===== config.mk =====
export PLATFORM = sky130hd
export DESIGN_NAME = ekf_stage_scheduler
export DESIGN_NICKNAME = d
export VERILOG_FILES = /design/src/rtl/ekf_sched_pkg.sv /design/src/rtl/sched_prio_arb.sv /design/src/rtl/ekf_stage_scheduler.sv
export SDC_FILE = /design/constraint.sdc
export NUM_CORES = 1
export LEC_CHECK = 0
export ABC_CLOCK_PERIOD_IN_PS = 2200
export CORE_MARGIN = 2
export CORE_UTILIZATION = 52
export DETAILED_ROUTE_END_ITERATION = 16
export PLACE_DENSITY = 0.87
export SKIP_CTS_REPAIR_TIMING = 1
export SKIP_LAST_GASP = 1
export SYNTH_ARGS = -nofsm -noshare
export SYNTH_HDL_FRONTEND = slang
export SYNTH_SLANG_ARGS = --single-unit

===== constraint.sdc =====
create_clock -name clk -period 2.2 [get_ports clk]
set_input_delay 0.55 -clock clk [delete_from_list [all_inputs] [get_ports clk]]
set_output_delay 0.55 -clock clk [all_outputs]
set_load 0.01 [all_outputs]

===== src/rtl/ekf_sched_pkg.sv =====
// Shared encodings for the EKF stage scheduler: one-hot stage codes, FSM states, error codes.
package ekf_sched_pkg;

  localparam logic [2:0] STAGE_IDLE = 3'b000;
  localparam logic [2:0] STAGE_PRD  = 3'b001;
  localparam logic [2:0] STAGE_NEW  = 3'b010;
  localparam logic [2:0] STAGE_UPD  = 3'b100;

  typedef enum logic [2:0] {
    S_IDLE  = 3'd0,
    S_CHECK = 3'd1,
    S_ISSUE = 3'd2,
    S_RUN   = 3'd3,
    S_DONE  = 3'd4
  } sched_state_t;

  localparam logic [1:0] ERR_NONE    = 2'b00;
  localparam logic [1:0] ERR_FULL    = 2'b01;
  localparam logic [1:0] ERR_BADLK   = 2'b10;
  localparam logic [1:0] ERR_TIMEOUT = 2'b11;

endpackage


===== src/rtl/sched_prio_arb.sv =====
// Fixed-priority one-hot picker over pending stage requests: PRD beats UPD beats NEW.
module sched_prio_arb
  import ekf_sched_pkg::*;
(
  input  logic [2:0] req,
  output logic [2:0] gnt
);

  always_comb begin
    gnt = STAGE_IDLE;
    if (req[0])      gnt = STAGE_PRD;
    else if (req[2]) gnt = STAGE_UPD;
    else if (req[1]) gnt = STAGE_NEW;
  end

endmodule


===== src/rtl/ekf_stage_scheduler.sv =====
// Front-end sequencer for the RSA: latches stage requests, validates, launches and commits them.
// Optional RUN watchdog is built in when EKF_SCHED_WDT_EN is defined.
module ekf_stage_scheduler
  import ekf_sched_pkg::*;
#(
  parameter int ROW_LEN    = 10,
  parameter int MAX_LM     = 500,
  parameter int CNT_DW     = 16,
  parameter int WDT_CYCLES = 4096
) (
  input  logic               clk,
  input  logic               sys_rst_n,
  input  logic [2:0]         host_val,
  input  logic [ROW_LEN-1:0] host_lk,
  output logic [2:0]         host_rdy,
  output logic [2:0]         stage_val,
  input  logic [2:0]         stage_rdy,
  input  logic [2:0]         stage_done,
  output logic [ROW_LEN-1:0] landmark_num,
  output logic [ROW_LEN-1:0] l_k,
  output logic               busy,
  output logic [2:0]         done_stage,
  output logic [CNT_DW-1:0]  last_cycles,
  output logic               err_val,
  output logic [1:0]         err_code
);

  localparam logic [ROW_LEN-1:0] LM_FULL = ROW_LEN'(MAX_LM);

  sched_state_t       state, state_nxt;
  logic [2:0]         pend, sel, pick, pend_clr;
  logic [ROW_LEN-1:0] upd_lk;
  logic [CNT_DW-1:0]  cnt;
  logic               take_sel, chk_ok, launch, commit, err_hit, wdt_hit;
  logic [1:0]         err_nxt;

  sched_prio_arb u_arb (
    .req (pend),
    .gnt (pick)
  );

  assign host_rdy = ~pend;
  assign busy     = (state != S_IDLE);

`ifdef EKF_SCHED_WDT_EN
  assign wdt_hit = (cnt == CNT_DW'(WDT_CYCLES - 1));
`else
  logic unused_wdt;
  assign unused_wdt = (WDT_CYCLES != 0);
  assign wdt_hit    = 1'b0;
`endif

  always_ff @(posedge clk or negedge sys_rst_n) begin
    if (!sys_rst_n) state <= S_IDLE;
    else            state <= state_nxt;
  end

  // Handshake: a transfer happens in the cycle where a valid bit and the matching ready bit are
  // both high; valid is held stable until then and the target may raise ready at any time.
  always_comb begin
    state_nxt  = state;
    stage_val  = STAGE_IDLE;
    done_stage = STAGE_IDLE;
    take_sel   = 1'b0;
    chk_ok     = 1'b0;
    launch     = 1'b0;
    commit     = 1'b0;
    err_hit    = 1'b0;
    err_nxt    = ERR_NONE;
    case (state)
      S_IDLE: begin
        if (pend != 3'b000) begin
          take_sel  = 1'b1;
          state_nxt = S_CHECK;
        end
      end
      S_CHECK: begin
        if (sel == STAGE_NEW && landmark_num == LM_FULL) begin
          err_hit   = 1'b1;
          err_nxt   = ERR_FULL;
          state_nxt = S_IDLE;
        end else if (sel == STAGE_UPD && upd_lk >= landmark_num) begin
          err_hit   = 1'b1;
          err_nxt   = ERR_BADLK;
          state_nxt = S_IDLE;
        end else begin
          chk_ok    = 1'b1;
          state_nxt = S_ISSUE;
        end
      end
      S_ISSUE: begin
        stage_val = sel;
        if ((sel & stage_rdy) != 3'b000) begin
          launch    = 1'b1;
          state_nxt = S_RUN;
        end
      end
      S_RUN: begin
        if ((stage_done & sel) != 3'b000) begin
          state_nxt = S_DONE;
        end else if (wdt_hit) begin
          err_hit   = 1'b1;
          err_nxt   = ERR_TIMEOUT;
          state_nxt = S_IDLE;
        end
      end
      S_DONE: begin
        done_stage = sel;
        commit     = 1'b1;
        state_nxt  = S_IDLE;
      end
      default: state_nxt = S_IDLE;
    endcase
  end

  // A latch only sets while empty and only clears while full, so set and clear never collide.
  assign pend_clr = (commit || err_hit) ? sel : STAGE_IDLE;

  always_ff @(posedge clk or negedge sys_rst_n) begin
    if (!sys_rst_n) begin
      pend   <= 3'b000;
      upd_lk <= '0;
      sel    <= STAGE_IDLE;
    end else begin
      pend <= (pend & ~pend_clr) | (host_val & ~pend);
      if (host_val[2] && !pend[2]) upd_lk <= host_lk;
      if (take_sel) sel <= pick;
    end
  end

  always_ff @(posedge clk or negedge sys_rst_n) begin
    if (!sys_rst_n) begin
      cnt          <= '0;
      last_cycles  <= '0;
      landmark_num <= '0;
      l_k          <= '0;
      err_val      <= 1'b0;
      err_code     <= ERR_NONE;
    end else begin
      if (launch) cnt <= '0;
      else if (state == S_RUN && cnt != {CNT_DW{1'b1}}) cnt <= cnt + 1'b1;
      if (chk_ok) begin
        if (sel == STAGE_NEW)      l_k <= landmark_num;
        else if (sel == STAGE_UPD) l_k <= upd_lk;
      end
      if (commit) begin
        last_cycles <= cnt;
        if (sel == STAGE_NEW && landmark_num != LM_FULL) landmark_num <= landmark_num + 1'b1;
      end
      err_val <= err_hit;
      if (err_hit) err_code <= err_nxt;
    end
  end

endmodule


==> metrics.yaml <==
run_status:
  status: "finished, violations left"
  violations: "setup timing"
worst_setup_path:
  crit_path_start_kind: "flop"
  r2r-start: "state[0]"
  crit_required_ns: 1.65
  regToRegSetupSlack_ns: 0.08
  arrival_ns: 1.78
  path_class: "reg -> out"
  cp_max_fo: 7
  r2r_cells: 8
  worstReg2RegEnd: "cnt[13]"
  critPathCaptureType: "output port"
sta:
  rsz0062_at_grt: "true"
  timing_hold_violations_final: 0
  fmax_mhz: 429.0
  fin_crit_sh: 1.059
  setup-violations-final: 2
  fin_crit_ns: 2.331
  worst_pin_slew_ns: 0.5347
  setup_tns_ns: -0.1334
  max_slew_margin: 0.6408
  postLayoutSetupSlackWorst_ns: -0.1307
  finalMaxSlewViolations: 0
  clock-skew-final_ns: 0.01200
clock_network:
  cts.sinks: 74
  cts_buffers: 9
  clk_pin_slew_ns: 0.09
  clockBufferDepth: 2
  cts_tree: "yes"
  cts_root_buf: "clkbuf_8"
  clkLatencyLatePin_ns: 0.36
  h-tree-depth: 3
final_layout:
  areaGrowthSynthToFinish_pct: 30.88
  final_cell_mix: "87 x nand2_1, 71 x dfrtp_1, 63 x clkdlybuf4s50_1"
  fin_util: 0.7071
  layout-drive-gt1-share: 0.1429
  fill_cells: 501
  n_antenna_cell: 0
  nets: 505
  final_common_cell: "nand2_1"
global_route:
  grt_usage: 0.2527
  grt_pass1_wl_mm: 14.93
  antenna_found_initial: 0
  grt_pass1_vias: 3116
  grt.overflow.total: 0
  grt_max_degree: 75
floorplanning:
  core_area_mm2: 0.006832
  die_x_um: 88.25
  initial_core_util: 0.5403
  die_area_mm2: 0.007788
  die_h_um: 88.25
  rows: 30
  io_pins: 70
synthesis:
  synth_compound_area_frac: 0.09186
  synthSimpleGateAreaFrac: 0.2393
  syn_nets: 413
  syn-cell-area_mm2: 0.003691
  synth_mux_area_frac: 0.04102
  synthAdderAreaFrac: 0.04407
  synth_seq_cells: 74
  syn_avg_cell_area_um2: 9.739
  ys_types: 49
  synth_top_family_by_area: "simple AND/OR/NAND/NOR gates"
  ys_warn_count: 0
  ys_seq_area_frac: 0.5017
  synth_xor_area_frac: 0.04271
  syn_inst: 379
min_path:
  hp-class: "in -> async"
routing:
  viasPerCell: 5.753
  drt-total-wl_mm: 9.584
  detail_route.wl_per_cell_um: 16.76
  drtPass1Iterations: 5
  dr.first_iter.drc_count: 340
  vias: 3291
  drcViolationCount: 0
  antenna_left: 0
placed_design:
  dp_hpwl_mm: 6.674
  place_congestion: 0.9271
  io_buffer_count: 69
power_and_ir_drop:
  power_density_mw_per_mm2: 515.9
  peakVddDrop_uv: 372.6
  p_leak_nw: 2.296
flow_run:
  drv_cap: 0
## worst max-delay path, cell delays in order, from the launching register on
cell and delay (ns):
dfrtp_2 0.46, nand2b_1 0.20, nor2_1 0.11, and2_1 0.13
clkdlybuf4s50_1 0.52
## routing by layer
metal	global-route usage	vias up	wire (um)
met2	0.3896	183	4537
li1	-	1505	-
met1	0.3389	1568	4044
met4	0.1019	0	262
met5	0	-	0
met3	0.07369	35	740
## Yosys cell counts (all sizes together)
cell type   n  area [um2]
dfrtp      74        1852
nor2b       3       18.77
and4        3       26.28
nand3      10       50.05
a21boi      1       7.510
xnor2      14       122.6
a22oi       1       7.510
or2         1       6.260
a41o        1       10.01
and4bb      2       25.02
nor3        7       45.04
o21ai      11       55.05
nor4        2       18.77
buf         4       32.53
a21oi      13       68.82
a211oi      4       35.03
inv        19       71.32
clkbuf     10       41.29
mux2i       5       50.05
ha         13       162.7
and2        5       32.53
a211o       1       8.760
nor2       22       82.58
o22ai       2       12.51
a222oi      2       20.02
o21a        2       15.01
o41a        1       11.26
mux2        9       101.4
nand3b      1       20.02
xor2        4       35.03
a31oi       2       12.51
and3        5       31.28
or3         1       6.260
or4         1       11.26
nand4      19       118.9
nand2b      4       25.02
nor3b       3       38.79
nand2      87       326.6
o211ai     10       75.07
## how the worst max path moves through the flow
stage	startpoint	to	slack, ns	cells past startpoint
after CTS	state[1]	stage_val[0]	-0.23	4
after global routing	state[2]	stage_val[1]	-0.25	4
after detailed placement	stage_rdy[0]	cnt[1]	0.13	6
after global placement	state[1]	stage_val[1]	0.22	4
final	state[2]	stage_val[1]	-0.13	4
after floorplan	landmark_num[7]	l_k[0]	0.28	8
## cells by family after synthesis
kind of cell | after synthesis
AOI/OAI and AO/OA | 51
xor gates and xnor gates | 18
adders and majority gates | 13
buffers and inverters | 33
DFF | 74
muxes | 14
and+or+nand+nor | 176
## sequential cells by signal, summed over array words and instances, names as in the netlist
name and count:
cnt 16, err_code 2, err_val 1, l_k 10, landmark_num 10, last_cycles 16, pend 3, sel 3
state 3, upd_lk 10
## stage by stage
stage / setup slack, ns / hold slack (ns) / std cells / power [mW] / cell area (um2)
detailed placement: 0.1327 / 0.4629 / 551 / 1.527 / 4593
global placement: 0.2224 / 0.4582 / 551 / 1.520 / 4593
global route: -0.2512 / 0.2443 / 572 / 2.583 / 4831
floorplan: 0.2848 / 0.2544 / 379 / 1.442 / 3691
CTS: -0.2328 / 0.2295 / 567 / 2.506 / 4776
finish: -0.1307 / 0.2181 / 572 / 2.492 / 4831
## layout make-up
type / count / area [um2] / share of cell area
multi-input combinational: 272 / 1695 / 0.3509
inverter: 19 / 71.32 / 0.01476
clock buffer: 9 / 123.9 / 0.02564
sequential: 74 / 1856 / 0.3841
timing repair buffer: 95 / 905.9 / 0.1875
clock inverter: 7 / 58.81 / 0.01217
tap: 96 / 120.1 / 0.02486
## power by group
| group | switching, mW | leakage (nW) | internal [mW] |
|---|---|---|---|
| clock | 0.567 | 0.0868 | 0.424 |
| combinational | 0.0614 | 1.26 | 0.0598 |
| sequential | 0.0113 | 0.955 | 1.37 |
| total | 0.640 | 2.30 | 1.85 |
(Power assumes the default switching activity.)
